===== src/rtl/pc_adder.sv =====
// Next-program-counter select and register for instruction fetch.
// Priority: halt holds pc_in, then branch target, else sequential increment.
module pc_adder #(
  parameter int INST_ADDR_WIDTH = 16,
  parameter int PC_INCREMENT    = 1,
  parameter int RESET_PC        = 0
) (
  input  logic                       clk,
  input  logic                       rst_n,
  input  logic [INST_ADDR_WIDTH-1:0] pc_in,
  input  logic [INST_ADDR_WIDTH-1:0] branch_addr,
  input  logic                       halt,
  input  logic                       branch,
  output logic [INST_ADDR_WIDTH-1:0] pc_out,
  output logic                       halted
);

  localparam logic [INST_ADDR_WIDTH-1:0] INC_VAL   = INST_ADDR_WIDTH'(PC_INCREMENT);
  localparam logic [INST_ADDR_WIDTH-1:0] RESET_VAL = INST_ADDR_WIDTH'(RESET_PC);

  logic [INST_ADDR_WIDTH-1:0] pc_d, pc_q;
  logic                       halted_d, halted_q;

  // Sum is truncated to the bus width, so the PC wraps modulo 2^W.
  always_comb begin
    pc_d     = pc_in + INC_VAL;
    halted_d = halt;
    if (halt) begin
      pc_d = pc_in;
    end else if (branch) begin
      pc_d = branch_addr;
    end
  end

  always_ff @(posedge clk or negedge rst_n) begin
    if (!rst_n) begin
      pc_q     <= RESET_VAL;
      halted_q <= 1'b0;
    end else begin
      pc_q     <= pc_d;
      halted_q <= halted_d;
    end
  end

  assign pc_out = pc_q;
  assign halted = halted_q;

endmodule


===== config.mk =====
export PLATFORM = sky130hd
export DESIGN_NAME = pc_adder
export DESIGN_NICKNAME = d
export VERILOG_FILES = /design/src/rtl/pc_adder.sv
export SDC_FILE = /design/constraint.sdc
export NUM_CORES = 1
export LEC_CHECK = 0
export ABC_CLOCK_PERIOD_IN_PS = 800
export BUFFER_PORTS_ARGS = -buffer_cell sky130_fd_sc_hd__buf_2
export CAP_MARGIN = 20
export CORE_AREA = 2 2 51 53
export CTS_BUF_LIST = sky130_fd_sc_hd__clkbuf_8
export DETAILED_ROUTE_END_ITERATION = 16
export DIE_AREA = 0 0 53 55
export PLACE_DENSITY = 0.76
export SETUP_SLACK_MARGIN = 0.02
export SLEW_MARGIN = 20
export SYNTH_ARGS = -nofsm -noshare
export SYNTH_HDL_FRONTEND = slang
export SYNTH_SLANG_ARGS = --single-unit

===== constraint.sdc =====
create_clock -name clk -period 0.8 [get_ports clk]
set_input_delay 0.2 -clock clk [delete_from_list [all_inputs] [get_ports clk]]
set_output_delay 0.2 -clock clk [all_outputs]
set_load 0.1 [all_outputs]

==> flow_metrics.py, run 1 <==
metrics = {
    "place": {
        "pre_cts_ws_ns": -0.5186,
        "placed_area_um2": 1913,
        "dpl.hpwl_um": 2831,
        "place_congestion": 0.9191,
        "numPortBuffers": 52,
    },
    "synthesis": {
        "synth_nets": 163,
        "ys_types": 32,
        "netlist_instances": 126,
        "yosys_warnings": 0,
        "synth-seq-cells": 17,
        "synth_area_leaders": "dfrtp_1, mux2i_1, a22oi_1",
        "synth_area_um2": 1066,
        "avgSynthCellArea_um2": 8.460,
        "synth_top_area_share_pct": 39.91,
        "yosys.area.top_type": "dfrtp_1",
        "ys_seq_area_share_pct": 39.91,
    },
    "timing": {
        "endpoint_type": "top-level output",
        "crit_endpoint": "pc_out[3]",
    },
    "clock_tree": {
        "htreeDepth": 1,
        "cts.sinks": 17,
        "cts_made_buffers": 3,
        "clk_path_buf_depth": 2,
        "root_buffer": "clkbuf_8",
    },
    "die": {
        "num_rows": 18,
        "die_w_um": 53,
        "io_pins": 53,
        "start_util_pct": 45.08,
        "dieHeight_um": 55,
    },
    "grt": {
        "grt_start_max_net_pins": 18,
    },
    "outcome": {
        "tool.error": "[ERROR DPL-0038] Utilization greater than 100%, impossible to legalize",
        "haltStage": "global routing (5_1_grt)",
        "status": "aborted with a tool error",
    },
}
==> cells in the mapped netlist <==
cell type  number
a22oi_1         8
dfrtp_1        17
a31oi_1         2
o2bb2ai_1       1
nor2_1         14
or2_2           1
nor3_1          8
mux2i_1         6
a211o_1         1
buf_2           2
nor2_4          1
nand3_1         6
nor3b_1         1
nor2b_1         5
o21ai_0         8
ha_1            1
nand2_1        11
nand4_1         4
a21oi_1         6
o22a_1          1
o21bai_1        1
nand4_2         1
nor4_1          1
clkbuf_1        3
a222oi_1        1
inv_1           6
mux2_2          1
and3_2          1
buf_1           2
a311oi_1        2
o311ai_0        2
nor4_2          1
==> timing repair <==
action	CTS
hold buffers	1
pin swaps	13
setup buffers	9
endpoints found under the setup margin	29
resized for setup	42
hold endpoints to repair	17
==> cells by family after synthesis <==
kind of cell	count (synthesis)	synth area share (%)
AND/OR/NAND/NOR	55	26.64
AO/OA/AOI/OAI	33	20.78
flip-flops	17	39.91
buffers and inverters	13	4.812
multiplexers	7	6.690
adder cells (fa/ha/maj)	1	1.174
==> per-stage QoR <==
step	utilization, %	hold WS, ns	setup TNS [ns]	cells
CTS	94.07	0.1802	-6.395	240
detailed placement	80.90	0.1466	-6.012	227
global placement	80.90	0.1427	-5.187	227
floorplan	-	-0.09557	-1.387	126
==> run 2, diff against run 1 <==
- CORE_AREA: 2 2 51 53 -> 2 2 63 65
- CTS_BUF_LIST: sky130_fd_sc_hd__clkbuf_8 -> not set
- DIE_AREA: 0 0 53 55 -> 0 0 65 67
- PLACE_DENSITY: 0.76 -> not set
- PLACE_DENSITY_LB_ADDON: not set -> 0.15
- SETUP_SLACK_MARGIN: 0.02 -> not set
==> run 2 against run 1 <==
Against the previous run:
- synthesized cell count unchanged
- the flow now finishes, with violations (setup timing)
- area after synthesis did not move
==> flow_metrics.py, run 2 <==
metrics = {
    "synthesis": {
        "ys_seq_area_share_pct": 39.91,
        "synth_area_leaders": "dfrtp_1, mux2i_1, a22oi_1",
        "avgSynthCellArea_um2": 8.460,
        "synth_flop_cell": "dfrtp_1",
        "async_flop_share_pct": 100.0,
        "synth-seq-cells": 17,
        "synth_most_common_cell": "dfrtp_1",
        "yosys_warnings": 0,
        "yosys.area_share.simple_pct": 26.64,
        "synth_area_um2": 1066,
        "ys_types": 32,
        "synth_top_family_by_area": "simple AND/OR/NAND/NOR gates",
        "netlist_instances": 126,
        "synthAdderAreaFrac_pct": 1.174,
        "synth_xor_area_share_pct": 0,
        "ys_top_cells_by_count": "dfrtp_1, nor2_1, nand2_1",
        "yosys.area.top_type": "dfrtp_1",
        "synth-edff-count": 0,
        "muxShareOfSynthArea_pct": 6.690,
        "synth_compound_area_share_pct": 20.77,
        "synth_nets": 163,
        "synth_top_area_share_pct": 39.91,
    },
    "timing": {
        "fin_crit_sh_pct": 140.0,
        "slew_headroom_pct": 81.93,
        "fmaxAchievable_ghz": 0.8927,
        "setup_viol": 26,
        "hold_viol_final": 0,
        "finalMaxSlewViolations": 0,
        "fin_crit_ns": 1.120,
        "worst_hold_slack_ns": 0.1546,
        "rsz0062_at_grt": "true",
        "worstMarginPinSlew_ns": 0.2689,
        "fin_ws_ns": -0.3203,
    },
    "place": {
        "numPortBuffers": 52,
        "place_congestion": 0.8311,
        "dpl.hpwl_um": 2575,
        "pre_cts_ws_ns": -0.4512,
        "placed_area_um2": 1919,
    },
    "final_layout": {
        "n_fill_cell": 250,
        "layout.nets": 261,
        "diodes": 0,
        "layout_commonest_cell": "buf_4",
        "layout_common_cells": "buf_4, buf_2, buf_12",
        "regArea_um2": 489.2,
        "drive_above_1_share_pct": 69.06,
        "largest_reg_flops": 16,
        "multi_input_area_um2": 827.0,
        "post-route-cell-area_um2": 2501,
        "final_util_pct": 69.36,
        "area_delta_synth_final_pct": 134.6,
    },
    "critical_path": {
        "cp_top_family": "flip-flops",
        "critical_path_buf_inv_count": 1,
        "path_cells": "buf_12",
        "crit_required_ns": 0.60,
        "setup.worst_path.start_class": "register",
        "cp.arrival_ns": 0.92,
        "worst_setup_path_end_kind": "output pin",
        "cp_max_fo": 1,
        "crit_type": "register to output pin",
        "cpPeakStageDelay_ns": 0.48,
        "critical-path-slowest-cell": "dfrtp_4",
    },
    "detailed_routing": {
        "drcViolationCount": 0,
        "route.vias.total": 1422,
        "antenna_left": 0,
        "drtIter0Drc": 53,
        "drt-total-wl_um": 4329,
        "dr.pass1.iters": 4,
        "wl_per_cell_um": 15.97,
        "viasPerCell": 5.247,
    },
    "outcome": {
        "violations": "setup timing",
        "status": "complete, but fails checks",
    },
    "die": {
        "num_rows": 22,
        "die_area_um2": 4355,
        "dieHeight_um": 67,
        "io_pins": 53,
        "start_util_pct": 29.56,
        "coreArea_um2": 3606,
        "die_w_um": 65,
    },
    "power_and_ir_drop": {
        "power.density_nw_per_um2": 1339,
        "p_leak_nw": 1.086,
        "ir_worst_vdd_mv": 0.7106,
    },
    "clock_tree": {
        "cts_tree": "yes",
        "clk_path_buf_depth": 2,
        "clk_pin_slew_ns": 0.07,
        "root_buffer": "clkbuf_8",
        "htreeDepth": 1,
        "cts_made_buffers": 3,
        "cts.sinks": 17,
    },
    "grt": {
        "track_usage_pct": 17.83,
        "grt_overflow": 0,
        "antenna_found_initial": 0,
        "grt_start_max_net_pins": 18,
        "grt_pass1_vias": 1262,
        "grt_pass1_wl_um": 5920,
    },
    "hold_path": {
        "min_path_type": "input pin to register",
    },
    "job": {
        "max-cap-violations": 0,
    },
}
[run 2: per-stage QoR]
| step | power, mW | setup TNS [ns] | instances |
|---|---|---|---|
| detailed placement | 2.442 | -6.326 | 245 |
| CTS | 3.177 | -6.214 | 256 |
| global route | 3.461 | -7.457 | 271 |
| floorplan | 1.818 | -1.388 | 126 |
| finish | 3.348 | -6.635 | 271 |
| global placement | 2.428 | -6.080 | 245 |
[run 2: kinds of logic (layout without fill, tap and decap cells)]
logic type | Yosys count | after routing
buffers and inverters | 13 | 110
and+or+nand+nor | 55 | 55
AOI/OAI and AO/OA | 33 | 33
muxes | 7 | 7
adders and majority gates | 1 | 1
DFF | 17 | 17
[run 2: routing by layer]
metal  vias up  track usage [%]  part of all wire, %
met1       692            21.67                   38
met2        57            31.57                   54
met3         9            2.534                  5.8
met4         0            7.181                  2.1
met5         -                0                    0
li1        664                -                    -
[run 2: report_power, final]
part / internal, mW / total (mW) / switching, mW
registers: 0.981 / 1.04 / 0.0613
logic: 0.692 / 1.64 / 0.943
clock network: 0.355 / 0.670 / 0.315
[run 2: worst paths after layout]
kind	startpoint	to	slack [ns]	depth (start not counted)
worst max-delay path	pc_out[6]	pc_out[6]	-0.32	1
worst min-delay path	branch_addr[9]	pc_out[9]	0.15	3
min in group asynchronous	rst_n	pc_out[4]	0.36	2
max in group asynchronous	rst_n	pc_out[9]	0.21	2
[run 2: timing repair]
item | in CTS | in global routing
buffers inserted | 6 | 15
hold buffers | 1 | 0
endpoints found under the hold margin | 17 | 0
pin swaps | 10 | 16
resized for setup | 37 | 42
gates cloned | 0 | 1
setup endpoints to repair | 30 | 48
[run 2: area by class of cell]
class	count	area share, %
clock buffer	4	1.801
inverter	6	0.9004
multi-input combinational	96	33.07
sequential	17	19.56
tap	48	2.401
timing repair buffer	100	42.27
Power figures use the tool's default switching activity.
==> run 3, diff against run 2 <==
- ABC_AREA: not set -> 1
==> run 3 against run 2 <==
Against the previous run:
- the run still ends with setup timing left
- sequential cell count unchanged
- fmax decreased by 0.47%
- non-clock buffer count down 25
- sequential power hardly changed
- count of clock-buffer cells in the layout did not move
- first-iteration DRC count fell by 45%
- global-route usage is 0.42 points lower
- routed wire length decreased by 17%
- critical path depth stayed put
- sequential share of layout area rose by 1.3 points
- core utilization down 4.7 points
- largest power group unchanged
==> flow_metrics.py, run 3 <==
metrics = {
    "synthesis": {
        "ys_top_cells_by_count": "nand2_1, nor2_1, inv_1, dfrtp_1",
        "synth_top_area_share_pct": 36.09,
        "synth_compound_area_share_pct": 14.44,
        "synth_nets": 223,
        "netlist_instances": 186,
        "async_flop_share_pct": 100.0,
        "synth_flop_cell": "dfrtp_1",
        "synth-edff-count": 0,
        "yosys_warnings": 0,
        "synthAdderAreaFrac_pct": 1.062,
        "yosys.area_share.simple_pct": 37.26,
        "synth_most_common_cell": "nand2_1",
        "synth_area_um2": 1179,
        "synth_top_family_by_area": "simple AND/OR/NAND/NOR gates",
        "synth_xor_area_share_pct": 0,
        "ys_types": 17,
        "muxShareOfSynthArea_pct": 0,
        "ys_seq_area_share_pct": 36.09,
        "yosys.area.top_type": "dfrtp_1",
        "avgSynthCellArea_um2": 6.337,
        "synth-seq-cells": 17,
        "synth_area_leaders": "dfrtp_1, nand2_1, nor2_1",
    },
    "clock_tree": {
        "root_buffer": "clkbuf_8",
        "cts_made_buffers": 3,
        "htreeDepth": 1,
        "cts_tree": "yes",
        "cts.sinks": 17,
        "clk_path_buf_depth": 2,
        "clk_pin_slew_ns": 0.07,
    },
    "power_and_ir_drop": {
        "power_mw": 3.240,
        "ir_worst_vdd_mv": 0.9487,
        "p_leak_nw": 1.114,
        "power.density_nw_per_um2": 1389,
    },
    "critical_path": {
        "critical_path_buf_inv_count": 1,
        "cp_max_fo": 1,
        "crit_required_ns": 0.60,
        "critical-path-slowest-cell": "dfrtp_4",
        "cp.arrival_ns": 0.93,
        "crit_path_start": "pc_out[14]",
        "crit_type": "register to output pin",
        "path_cells": "buf_12",
        "setup.worst_path.start_class": "register",
        "cp.depth": 1,
        "cp_top_family": "flip-flops",
        "cpPeakStageDelay_ns": 0.49,
        "worstSetupEndpoint": "pc_out[14]",
        "worst_setup_path_end_kind": "output pin",
    },
    "die": {
        "start_util_pct": 32.69,
        "dieHeight_um": 67,
        "io_pins": 53,
        "die_w_um": 65,
        "num_rows": 22,
        "die_area_um2": 4355,
        "coreArea_um2": 3606,
    },
    "detailed_routing": {
        "wl_per_cell_um": 11.64,
        "route.vias.total": 1410,
        "drt-total-wl_um": 3573,
        "antenna_left": 0,
        "drcViolationCount": 0,
        "viasPerCell": 4.593,
        "dr.pass1.iters": 4,
        "drtIter0Drc": 29,
    },
    "final_layout": {
        "n_fill_cell": 324,
        "diodes": 0,
        "area_delta_synth_final_pct": 97.88,
        "layout_commonest_cell": "nand2_1",
        "layout_common_cells": "nand2_1, nor2_1, inv_1, buf_4",
        "stdcell_count": 307,
        "largest_reg_flops": 16,
        "drive_above_1_share_pct": 50.97,
        "post-route-cell-area_um2": 2332,
        "layout.nets": 297,
    },
    "timing": {
        "finalMaxSlewViolations": 0,
        "hold_viol_final": 0,
        "slew_headroom_pct": 80.64,
        "setup_tns_ns": -5.322,
        "fin_ws_ns": -0.3256,
        "fin_crit_sh_pct": 140.7,
        "worst_hold_slack_ns": 0.1684,
        "fmaxAchievable_ghz": 0.8884,
        "setup_viol": 20,
        "rsz0062_at_grt": "true",
        "worstMarginPinSlew_ns": 0.2905,
        "fin_crit_ns": 1.126,
    },
    "place": {
        "dpl.hpwl_um": 2586,
        "place_congestion": 0.7931,
        "placed_area_um2": 2007,
        "numPortBuffers": 52,
        "dp_cells": 297,
    },
    "hold_path": {
        "min_path_type": "input pin to register",
    },
    "job": {
        "max-cap-violations": 0,
    },
    "grt": {
        "grt_pass1_vias": 1345,
        "track_usage_pct": 17.41,
        "grt_overflow": 0,
        "grt_pass1_wl_um": 5823,
        "grt_start_max_net_pins": 19,
        "antenna_found_initial": 0,
    },
    "outcome": {
        "status": "complete, but fails checks",
        "violations": "setup timing",
    },
}
run 3: changes by cell type after synthesis, moves of 7 or more:
| cell | before | now |
|---|---|---|
| a21oi_1 | 6 | 13 |
| a22oi_1 | 8 | 0 |
| inv_1 | 6 | 23 |
| nand2_1 | 11 | 47 |
| nand3_1 | 6 | 13 |
| nor2_1 | 14 | 29 |
| nor3_1 | 8 | 0 |
| o21ai_1 | 0 | 10 |
run 3: area by class of cell:
cell class	instances	area, µm²	area share [%]
Clock buffer	4	45.04	1.931
Inverter	27	103.9	4.453
Multi-Input combinational cell	136	815.8	34.98
Sequential cell	17	486.7	20.87
Tap cell	48	60.06	2.575
Timing Repair Buffer	75	820.8	35.19
run 3: how the worst min path moves through the flow:
stage	endpoint	cells after the start	slack [ns]	from
6_report	pc_out[4]	3	0.17	pc_in[4]
5_1_grt	pc_out[4]	3	0.20	pc_in[4]
3_3_place_gp	pc_out[6]	1	0.15	rst_n
3_5_place_dp	pc_out[6]	1	0.16	rst_n
2_1_floorplan	halted	0	-0.1	rst_n
4_1_cts	pc_out[15]	3	0.18	pc_in[15]
run 3: per-stage QoR:
step                      util (%)  setup slack (ns)
after global placement       55.66           -0.3748
after detailed placement     55.66           -0.3939
final                        64.68           -0.3256
after global routing         64.68           -0.3329
after CTS                    59.40           -0.3237
after floorplan                  -           -0.1135
run 3: cells by family (layout without fill, tap and decap cells):
| logic type | after synthesis | after routing |
|---|---|---|
| simple gates | 102 | 102 |
| compound gates | 33 | 33 |
| buf+inv | 33 | 106 |
| flops | 17 | 17 |
| fa+ha+maj | 1 | 1 |
run 3: layer usage:
metal | global-route usage [%] | share of wire [%]
met2 | 31.06 | 52
met3 | 1.858 | 4.3
met5 | 0 | 0
met4 | 6.383 | 1.4
met1 | 21.57 | 42
run 3: report_power, final:
part	switching (mW)	leakage [nW]	total, mW	internal, mW
logic	0.923	0.909	1.53	0.603
clock network	0.320	0.0228	0.674	0.354
registers	0.0617	0.183	1.04	0.978
run 3: timing repair:
item	4_1_cts	5_1_grt
setup buffers	1	4
setup endpoints to repair	29	46
pin swaps	6	22
resized for setup	22	45
gates cloned	0	0
hold buffers	1	0
endpoints found under the hold margin	17	0
